**config.mk**
```make
export PLATFORM = sky130hd
export DESIGN_NAME = memory_arbiter
export DESIGN_NICKNAME = d
export VERILOG_FILES = /design/src/rtl/cpu_types_pkg.sv /design/src/rtl/memory_arbiter.sv
export SDC_FILE = /design/constraint.sdc
export NUM_CORES = 1
export LEC_CHECK = 0
export CAP_MARGIN = 10
export CORE_MARGIN = 2
export CORE_UTILIZATION = 35
export CTS_CLUSTER_DIAMETER = 40
export CTS_CLUSTER_SIZE = 12
export DETAILED_ROUTE_END_ITERATION = 10
export GPL_TIMING_DRIVEN = 0
export PLACE_DENSITY_LB_ADDON = 0.15
export SETUP_SLACK_MARGIN = 0.15
export SYNTH_ARGS = -nofsm -noshare
export SYNTH_HDL_FRONTEND = slang
export SYNTH_SLANG_ARGS = --single-unit
```
**constraint.sdc**
```tcl
create_clock -name CLK -period 2.3 [get_ports CLK]
set_input_delay 0.345 -clock CLK [delete_from_list [all_inputs] [get_ports CLK]]
set_output_delay 0.345 -clock CLK [all_outputs]
set_load 0.01 [all_outputs]
```
**src/rtl/cpu_types_pkg.sv**
```systemverilog
// Shared CPU-side types: RAM handshake states, data word, and the
// state encoding used by the instruction/data memory arbiter.
package cpu_types_pkg;

    typedef logic [31:0] word_t;

    typedef enum logic [1:0] {
        FREE   = 2'd0,
        BUSY   = 2'd1,
        ACCESS = 2'd2,
        ERROR  = 2'd3
    } ramstate_t;

    typedef enum logic [1:0] {
        IDLE   = 2'd0,
        IGRANT = 2'd1,
        DGRANT = 2'd2,
        ERR    = 2'd3
    } arb_state_t;

    typedef enum logic {
        INSTR = 1'b0,
        DATA  = 1'b1
    } grant_t;

    function automatic logic is_grant(input arb_state_t s);
        return (s == IGRANT) || (s == DGRANT);
    endfunction

endpackage

```
**src/rtl/memory_arbiter.sv**
```systemverilog
// Round-robin arbiter sharing one single-port RAM between the instruction
// and data requesters, with a BUSY-cycle watchdog and sticky error state.
module memory_arbiter
    import cpu_types_pkg::*;
#(
    parameter int MAX_WAIT = 16
) (
    input  logic        CLK,
    input  logic        RST,
    input  logic        iREN,
    input  logic [31:0] iaddr,
    input  logic        dREN,
    input  logic        dWEN,
    input  logic [31:0] daddr,
    input  logic [31:0] dstore,
    output logic        iwait,
    output logic [31:0] iload,
    output logic        dwait,
    output logic [31:0] dload,
    output logic        ramREN,
    output logic        ramWEN,
    output logic [31:0] ramaddr,
    output logic [31:0] ramstore,
    input  logic [31:0] ramload,
    input  logic [1:0]  ramstate,
    output logic        arb_err
);

    localparam int CNT_W = $clog2(MAX_WAIT + 1);

    arb_state_t       r_state;
    grant_t           r_last;
    word_t            r_addr;
    word_t            r_store;
    logic             r_rd;
    logic             r_wr;
    logic [CNT_W-1:0] r_cnt;

    ramstate_t w_rs;
    logic      w_dreq;
    logic      w_req_held;
    logic      w_done;
    logic      w_pick_d;
    logic      w_pick_i;
    logic      w_idone;
    logic      w_ddone;

    assign w_rs   = ramstate_t'(ramstate);
    assign w_dreq = dREN | dWEN;

    // The granted requester must still be asserting for the access to count.
    assign w_req_held = (r_state == IGRANT) ? iREN :
                        (r_state == DGRANT) ? w_dreq : 1'b0;
    assign w_done     = is_grant(r_state) && w_req_held && (w_rs == ACCESS);
    assign w_idone    = w_done && (r_state == IGRANT);
    assign w_ddone    = w_done && (r_state == DGRANT);

    // Data wins unless instruction is also waiting and data went last.
    assign w_pick_d = w_dreq && !(iREN && (r_last == DATA));
    assign w_pick_i = iREN && !w_pick_d;

    always_ff @(posedge CLK) begin
        if (RST) begin
            r_state <= IDLE;
            r_last  <= INSTR;
            r_addr  <= '0;
            r_store <= '0;
            r_rd    <= 1'b0;
            r_wr    <= 1'b0;
            r_cnt   <= '0;
        end else begin
            case (r_state)
                IDLE: begin
                    if (w_pick_d) begin
                        r_state <= DGRANT;
                        r_addr  <= daddr;
                        r_store <= dstore;
                        r_wr    <= dWEN;
                        r_rd    <= ~dWEN;
                        r_cnt   <= '0;
                    end else if (w_pick_i) begin
                        r_state <= IGRANT;
                        r_addr  <= iaddr;
                        r_store <= '0;
                        r_wr    <= 1'b0;
                        r_rd    <= 1'b1;
                        r_cnt   <= '0;
                    end
                end
                IGRANT, DGRANT: begin
                    if (w_rs == ERROR) begin
                        r_state <= ERR;
                    end else if (!w_req_held) begin
                        r_state <= IDLE;
                    end else if (w_rs == ACCESS) begin
                        r_state <= IDLE;
                        r_last  <= (r_state == DGRANT) ? DATA : INSTR;
                    end else begin
                        // FREE while granted counts the same as BUSY.
                        r_cnt <= r_cnt + 1'b1;
                        if (r_cnt == CNT_W'(MAX_WAIT - 1))
                            r_state <= ERR;
                    end
                end
                ERR: begin
                    r_state <= ERR;
                end
                default: begin
                    r_state <= IDLE;
                end
            endcase
        end
    end

    assign ramREN   = (r_state == IGRANT) || ((r_state == DGRANT) && r_rd);
    assign ramWEN   = (r_state == DGRANT) && r_wr;
    assign ramaddr  = is_grant(r_state) ? r_addr : '0;
    assign ramstore = (r_state == DGRANT) ? r_store : '0;

    assign iwait   = iREN && !w_idone;
    assign dwait   = w_dreq && !w_ddone;
    assign iload   = w_idone ? ramload : '0;
    assign dload   = w_ddone ? ramload : '0;
    assign arb_err = (r_state == ERR);

endmodule

```
==> Implementation_results.wiki, run 1 <==
{| class="wikitable"
! Metric !! Value
|-
| Result of the run || finished, violations left
|-
| Violations in the final reports || negative setup slack
|-
| Floorplan die width || 111.8 um
|-
| Post-Route WL || between 15000 and 20000 um
|-
| Ratio of final minimum period to clock period || 101.5%
|-
| Count of buffers from port buffering || around 270
|-
| Tot GR Track Use || 24.45%
|-
| Slew @ Worst Pin || around 0.70 ns
|-
| Number of different library cells in the post-synthesis netlist || 38
|-
| Mean instance size in the synthesized netlist || 8.016 um^2
|-
| Antenna violations before repair || 2
|-
| Fraction of synthesized area in multiplexers || ~8.6%
|-
| Rel. slew slack || 52.94%
|-
| Share of final-layout standard cells stronger than drive strength 1 || approximately 28%
|-
| Synthesized-area fraction occupied by adder cells || 2.155%
|-
| Worst setup skew after layout || 0.006187 ns
|-
| Arrival time of the worst setup path || 1.99 ns
|-
| Cell Area, Synth || 4064 um^2
|-
| Final Instance Area || approximately 7600 um^2
|-
| Vias || 4753
|-
| Fillers || 959
|-
| Source-to-sink clock delay at the later pin of the worst-skew pair || 0.33 ns
|-
| Critical Path Start Type || flip-flop
|-
| Final hold violation count || 0
|-
| Net count after synthesis || 649
|-
| Global-route wire length before repair || 24210 um
|-
| Max IR drop VDD || about 0.00053 V
|-
| Synth Area in Simple Gates || 33.16%
|-
| Total Negative Setup Slacks || -0.1816 ns
|-
| Number of max-slew violations in the final report || 0
|-
| CTS H-tree depth || 3
|-
| Max clock buf depth || 2
|-
| I/O pin count || 268
|-
| Chip Height || approximately 110 um
|-
| DP Area || 6905 um^2
|-
| Final nets || ~950
|-
| Final critical-path required period || around 2.3 ns
|-
| Post-detail-place hpwl || 12200 um
|-
| Antenna viol nets, final || 0
|-
| Synth top area cells || sky130_fd_sc_hd__dfxtp_1 36%, sky130_fd_sc_hd__and2_1 20%, sky130_fd_sc_hd__mux2i_1 8.6%
|-
| Clock root buffer master || sky130_fd_sc_hd__clkbuf_16
|-
| Area overhead of the layout relative to synthesis || 86.98%
|-
| CTS tree || yes
|-
| Synthesized-area fraction occupied by xor and xnor cells || 0.4310%
|-
| Post-synthesis sequential element count || 74
|-
| Fraction of the mapped netlist area in compound gates || 13.92%
|-
| Top_reg_cell synth || sky130_fd_sc_hd__dfxtp_1
|-
| Via count of the first global-routing pass || 4642
|-
| Max_cap viols || 0
|-
| Power Density || 852.6 nW/um^2
|-
| Die Outline Area || 12490 um^2
|-
| Max Fanout on Critical Path || 7
|-
| Largest net degree at the start of global routing || 14
|-
| Async S/R FF share, synth || 0%
|-
| Unrepaired setup endpoints after global routing || true
|-
| Vias per cell || between 4 and 5
|-
| Data required time of the critical path || 1.96 ns
|-
| Worst-path clk slew || 0.06 ns
|-
| Sequential element share of the synthesized area || 36.45%
|-
| Final setup fails || 14
|-
| Most frequent standard cell in the layout excluding fill and tap cells || sky130_fd_sc_hd__clkdlybuf4s50_1
|-
| Total congestion overflow || 0
|-
| Type of the worst setup path || flip-flop to output pin
|-
| Core Region || 11370 um^2
|-
| Cell taking the most area after synthesis || sky130_fd_sc_hd__dfxtp_1
|-
| Routed wirelength normalized by instance count || about 17 um
|-
| Starting Density || 35.74%
|-
| Setup crit end kind || output pin
|-
| Number of flops mapped to enable cells by yosys || 0
|-
| Worst setup slack after layout || -0.03511 ns
|-
| RD Place Congestion || 1.007
|-
| Remaining DRCs || 0
|-
| Standard-cell row count || 39
|-
| F_max || 428.2 MHz
|-
| Number of buffers created by CTS || 9
|-
| Yosys warning total || 0
|-
| Drt first pass iters || 4
|-
| Num Clock Sinks || 74
|-
| Top-area cell type share of the netlist area || 36.45%
|-
| Largest family of logic cells by synthesized area || simple AND/OR/NAND/NOR gates
|-
| Most frequent cells in the layout || 131 x sky130_fd_sc_hd__clkdlybuf4s50_1, 81 x sky130_fd_sc_hd__and2_1, 72 x sky130_fd_sc_hd__dfxtp_1
|-
| Drt initial violations || between 150 and 200
|-
| Hold/Removal Path Class || flip-flop to flip-flop
|-
| Cells after Synth || between 500 and 600
|-
| Leakage dissipation || between 0.003 and 0.004 uW
|}
==> state kept, by name, indices dropped and copies added, names as in the netlist <==
register and cells:
r_addr 32, r_cnt 5, r_last 1, r_rd 1, r_state 2, r_store 32, r_wr 1
==> power breakdown <==
group / internal [uW] / switching, uW / total (uW)
logic: 1510 / 1780 / 3290
clock network: 763 / 545 / 1310
registers: 1680 / 197 / 1880
total: 3950 / 2530 / 6480
==> area by class of cell <==
| cell class | count | area, um^2 | area share [%] |
|---|---|---|---|
| tap | 143 | 178.9 | 2.355 |
| timing repair buffer | 292 | 2718 | 35.76 |
| clock inverter | 5 | 37.54 | 0.4940 |
| buffer | 43 | 327.8 | 4.314 |
| inverter | 5 | 26.28 | 0.3458 |
| multi-input combinational | 385 | 2574 | 33.87 |
| clock buffer | 11 | 242.7 | 3.194 |
| sequential | 74 | 1489 | 19.59 |
| antenna | 2 | 5.005 | 0.06587 |
==> timing repair <==
action                     4_1_cts  5_1_grt
setup endpoints to repair      134      129
buffers inserted                13        7
resized for setup              456      139
pin swaps                       25       21
hold buffers                     0        0
cloned                           4        2
==> Yosys cell counts (2+ instances only) <==
cell,instances
sky130_fd_sc_hd__dfxtp_1,74
sky130_fd_sc_hd__buf_6,2
sky130_fd_sc_hd__nand2_1,36
sky130_fd_sc_hd__o21ai_2,2
sky130_fd_sc_hd__a21oi_1,35
sky130_fd_sc_hd__nor2_1,46
sky130_fd_sc_hd__buf_2,10
sky130_fd_sc_hd__nand3_1,35
sky130_fd_sc_hd__inv_1,5
sky130_fd_sc_hd__ha_1,7
sky130_fd_sc_hd__nor2b_1,2
sky130_fd_sc_hd__a211oi_1,35
sky130_fd_sc_hd__mux2i_1,35
sky130_fd_sc_hd__and2_1,129
sky130_fd_sc_hd__buf_1,4
sky130_fd_sc_hd__clkbuf_1,24
sky130_fd_sc_hd__o21ai_0,3
sky130_fd_sc_hd__clkbuf_2,2
sky130_fd_sc_hd__nor3_1,2
==> critical path: stages, from the launching register on <==
cell and delay (ns):
sky130_fd_sc_hd__dfxtp_4 0.37, sky130_fd_sc_hd__inv_6 0.08, sky130_fd_sc_hd__ha_4 0.15, sky130_fd_sc_hd__o21ai_4 0.07, sky130_fd_sc_hd__o21ai_4 0.16, sky130_fd_sc_hd__and4_4 0.32
sky130_fd_sc_hd__buf_6 0.14, sky130_fd_sc_hd__buf_8 0.11, sky130_fd_sc_hd__and2_4 0.15, sky130_fd_sc_hd__buf_6 0.10
==> kinds of logic after synthesis <==
family / after synthesis
compound gates: 86
xor+xnor: 2
fa+ha+maj: 7
buf+inv: 48
flops: 74
mux: 35
simple gates: 255
==> per-stage QoR <==
step / utilization, % / hold WS, ns / setup WS (ns) / power [uW] / std cells
3_3_place_gp: 60.74 / 0.4336 / -0.8449 / 4787 / 916
6_report: 66.83 / 0.4468 / -0.03511 / 6479 / 960
2_1_floorplan: - / 0.4273 / 0.2205 / 3559 / 507
5_1_grt: 66.83 / 0.4588 / -0.09196 / 6944 / 960
4_1_cts: 64.58 / 0.4472 / -0.09132 / 6361 / 949
3_5_place_dp: 60.74 / 0.4387 / -0.9137 / 4908 / 916
==> layer usage <==
| metal | global-route usage (%) | wire [um] |
|---|---|---|
| met4 | 7.901 | 450 |
| met5 | 0 | 0 |
| met3 | 6.260 | 1144 |
| met1 | 26.10 | 5903 |
| met2 | 46.63 | 8737 |
==> path summary, 6_finish.rpt <==
| check | from | endpoint | slack [ns] | depth (start not counted) |
|---|---|---|---|---|
| max | r_state[0] | dload[13] | -0.04 | 9 |
| min | r_store[28] | r_store[28] | 0.45 | 2 |
| max reg2reg | r_state[0] | r_addr[7] | 0.37 | 8 |
| min reg2reg | r_store[28] | r_store[28] | 0.45 | 2 |
Note: power is estimated with default switching activity, not from simulation.
==> run 2: changes to the inputs <==
==> constraint.sdc (replaced) <==
create_clock -name CLK -period 2.3 [get_ports CLK]
set_input_delay 0.345 -clock CLK [delete_from_list [all_inputs] [get_ports CLK]]
set_output_delay 0.345 -clock CLK [all_outputs]
set_load 0.005 [all_outputs]
==> run 2 against run 1 <==
Net effect: the run still ends with negative setup slack left; non-clock buffer count rose by 20; clock-buffer cell count did not move; worst hold slack improved by 0.00064 ns; largest cell class unchanged; final area rose by 6.6%; core utilization rose by 4.4 points; register-to-register slack barely moved; via count rose by 4.1%; flip-flop and latch count did not move; critical path type unchanged.
==> Implementation_results.wiki, run 2 (same netlist as run 1, synthesis figures left out) <==
{| class="wikitable"
! Metric !! Value
|-
| Via count of the first global-routing pass || 4843
|-
| Antenna violations before repair || 3
|-
| Chip Height || 111.8 um
|-
| Most frequent standard cell in the layout excluding fill and tap cells || sky130_fd_sc_hd__clkdlybuf4s50_1
|-
| Final critical-path required period || 2.484 ns
|-
| Violations in the final reports || negative setup slack
|-
| Global-route wire length before repair || between 20000 and 30000 um
|-
| Final nets || 973
|-
| Antenna viol nets, final || 0
|-
| Util after Layout || 71.22%
|-
| Type of the worst setup path || flip-flop to output pin
|-
| Routed wirelength normalized by instance count || roughly 18 um
|-
| Core Region || 11370 um^2
|-
| R2r endpoint || r_addr[7]
|-
| Max Fanout on Critical Path || 5
|-
| I/O pin count || 268
|-
| Largest net degree at the start of global routing || 14
|-
| Post-detail-place hpwl || about 12000 um
|-
| Drt first pass iters || 4
|-
| Setup crit end kind || output pin
|-
| Num Clock Sinks || 74
|-
| Drt initial violations || 240
|-
| Critical Path Stages || 10
|-
| Total congestion overflow || 0
|-
| Standard-cell row count || 39
|-
| Cell Chain, Critical Path || buf_12 > ha_4 > o21ai_4 > nand3_2 > nor2_4 > buf_6 > buf_8 > buf_6 > and2_1 > buf_2
|-
| CTS H-tree depth || 3
|-
| Result of the run || finished, violations left
|-
| Floorplan die width || around 110 um
|-
| Hold/Removal Path Class || flip-flop to flip-flop
|-
| Critical path launch point || r_state[0]
|-
| Number of max-slew violations in the final report || 0
|-
| Slowest-stage cell, CP || sky130_fd_sc_hd__dfxtp_4
|-
| F_max || 402.5 MHz
|-
| Unrepaired setup endpoints after global routing || true
|-
| Number of buffers created by CTS || 9
|-
| Vias per cell || 5.038
|-
| Starting Density || 35.74%
|-
| Area overhead of the layout relative to synthesis || 99.26%
|-
| Data required time of the critical path || 1.96 ns
|-
| Arrival time of the worst setup path || 2.14 ns
|-
| Max_cap viols || 0
|-
| Registers with the highest flip-flop counts || r_addr (32), r_store (32), r_cnt (5)
|-
| Most used cell along the critical path || sky130_fd_sc_hd__buf_6
|-
| Total Negative Setup Slacks || -4.732 ns
|-
| Rel. slew slack || between 40% and 50%
|-
| Worst setup slack after layout || -0.1843 ns
|-
| Total buffers and inverters traversed by the critical path || 5
|-
| Share of final-layout standard cells stronger than drive strength 1 || approximately 27%
|-
| Setup slack, reg-to-reg || 0.36 ns
|-
| Clock root buffer master || sky130_fd_sc_hd__clkbuf_16
|-
| Startpoint of the most critical register-to-register path || r_state[1]
|-
| Worst-path clk slew || roughly 0.06 ns
|-
| Slowest cell delay on critical path || 0.36 ns
|-
| Post-Route WL || 17980 um
|-
| Leakage dissipation || 0.003737 uW
|-
| CTS tree || yes
|-
| Remaining DRCs || 0
|-
| Count of hold-fix buffers inserted at cts || 0
|-
| Critical Path Start Type || flip-flop
|-
| Worst setup skew after layout || 0.007542 ns
|-
| Slew @ Worst Pin || 0.7530 ns
|-
| R2R cell count || 8
|-
| Final setup fails || 58
|-
| Count of buffers from port buffering || ~270
|-
| Ratio of final minimum period to clock period || 108.0%
|-
| Die Outline Area || 12490 um^2
|-
| Max IR drop VDD || roughly 0.00055 V
|-
| CP endpoint || iload[1]
|-
| Most frequent cells in the layout || 131 x sky130_fd_sc_hd__clkdlybuf4s50_1, 84 x sky130_fd_sc_hd__buf_6, 74 x sky130_fd_sc_hd__and2_1
|-
| Tot GR Track Use || around 26%
|-
| Setup slack at placement || -0.8784 ns
|-
| Final hold violation count || 0
|-
| Max clock buf depth || 2
|-
| Source-to-sink clock delay at the later pin of the worst-skew pair || 0.33 ns
|-
| Power Density || 825.1 nW/um^2
|-
| Hold Slack || about 0.45 ns
|-
| Vias || 4947
|-
| RD Place Congestion || 1.007
|-
| Crit path max-delay family || buffers and inverters
|}
==> run 2: changes by cell type in the layout (fill, tap and decap cells not counted), moves of 3 or more <==
| cell | change |
|---|---|
| sky130_fd_sc_hd__and2_4 | +7 |
| sky130_fd_sc_hd__buf_2 | -19 |
| sky130_fd_sc_hd__and2_1 | -7 |
| sky130_fd_sc_hd__buf_6 | +24 |
| sky130_fd_sc_hd__dlygate4sd2_1 | +11 |
| sky130_fd_sc_hd__clkdlybuf4s15_1 | +24 |
| sky130_fd_sc_hd__clkbuf_2 | -22 |
| sky130_fd_sc_hd__dlymetal6s2s_1 | -3 |
==> run 2: worst min-delay path by stage <==
stage,startpoint,endpoint,slack [ns],cells after the start
after floorplan,r_store[0],r_store[0],0.43,2
after global placement,r_store[27],r_store[27],0.43,2
after detailed placement,r_store[25],r_store[25],0.44,2
after CTS,r_store[25],r_store[25],0.45,2
after global routing,r_store[4],r_store[4],0.46,2
final,r_store[7],r_store[7],0.45,2
==> run 2: repair_timing <==
action	CTS	global route
setup buffers	34	6
gates cloned	7	0
pin swaps	55	5
setup endpoints to repair	134	147
gates resized for setup	478	103
==> run 2: layer usage <==
layer / vias up / wire [um] / global-route usage (%)
met5: - / 0 / 0
met4: 0 / 611 / 9.383
met3: 38 / 1256 / 6.587
met2: 224 / 9613 / 49.05
met1: 2326 / 6495 / 27.62
li1: 2359 / - / -
==> run 2: power by group <==
group,switching [uW],internal [uW]
Clock,546,763
Combinational,1770,1730
Sequential,194,1680
Total,2500,4180
==> run 2: layout make-up <==
type	count	area (um^2)
plain buffers	43	369.1
well taps	143	178.9
repair buffers	312	3142
fillers	881	3272
multi-input cells	386	2608
clock inverters	5	37.54
flip-flops and latches	74	1489
diodes	3	7.507
inverters	5	23.77
clock buffers	11	242.7
==> run 2: through the flow <==
stage | cell area, um^2 | total power (uW) | cells
final | 8098 | 6682 | 982
after global routing | 8098 | 7108 | 982
after CTS | 7745 | 6541 | 973
after detailed placement | 6905 | 4799 | 916
after global placement | 6905 | 4678 | 916
after floorplan | 4064 | 3450 | 507
==> run 2: tightest hold or removal path: cells and delay by family (launching register included) <==
family / cells / cell delay, ns
DFF: 1 / 0.30
AOI/OAI and AO/OA: 1 / 0.05
and+or+nand+nor: 1 / 0.05
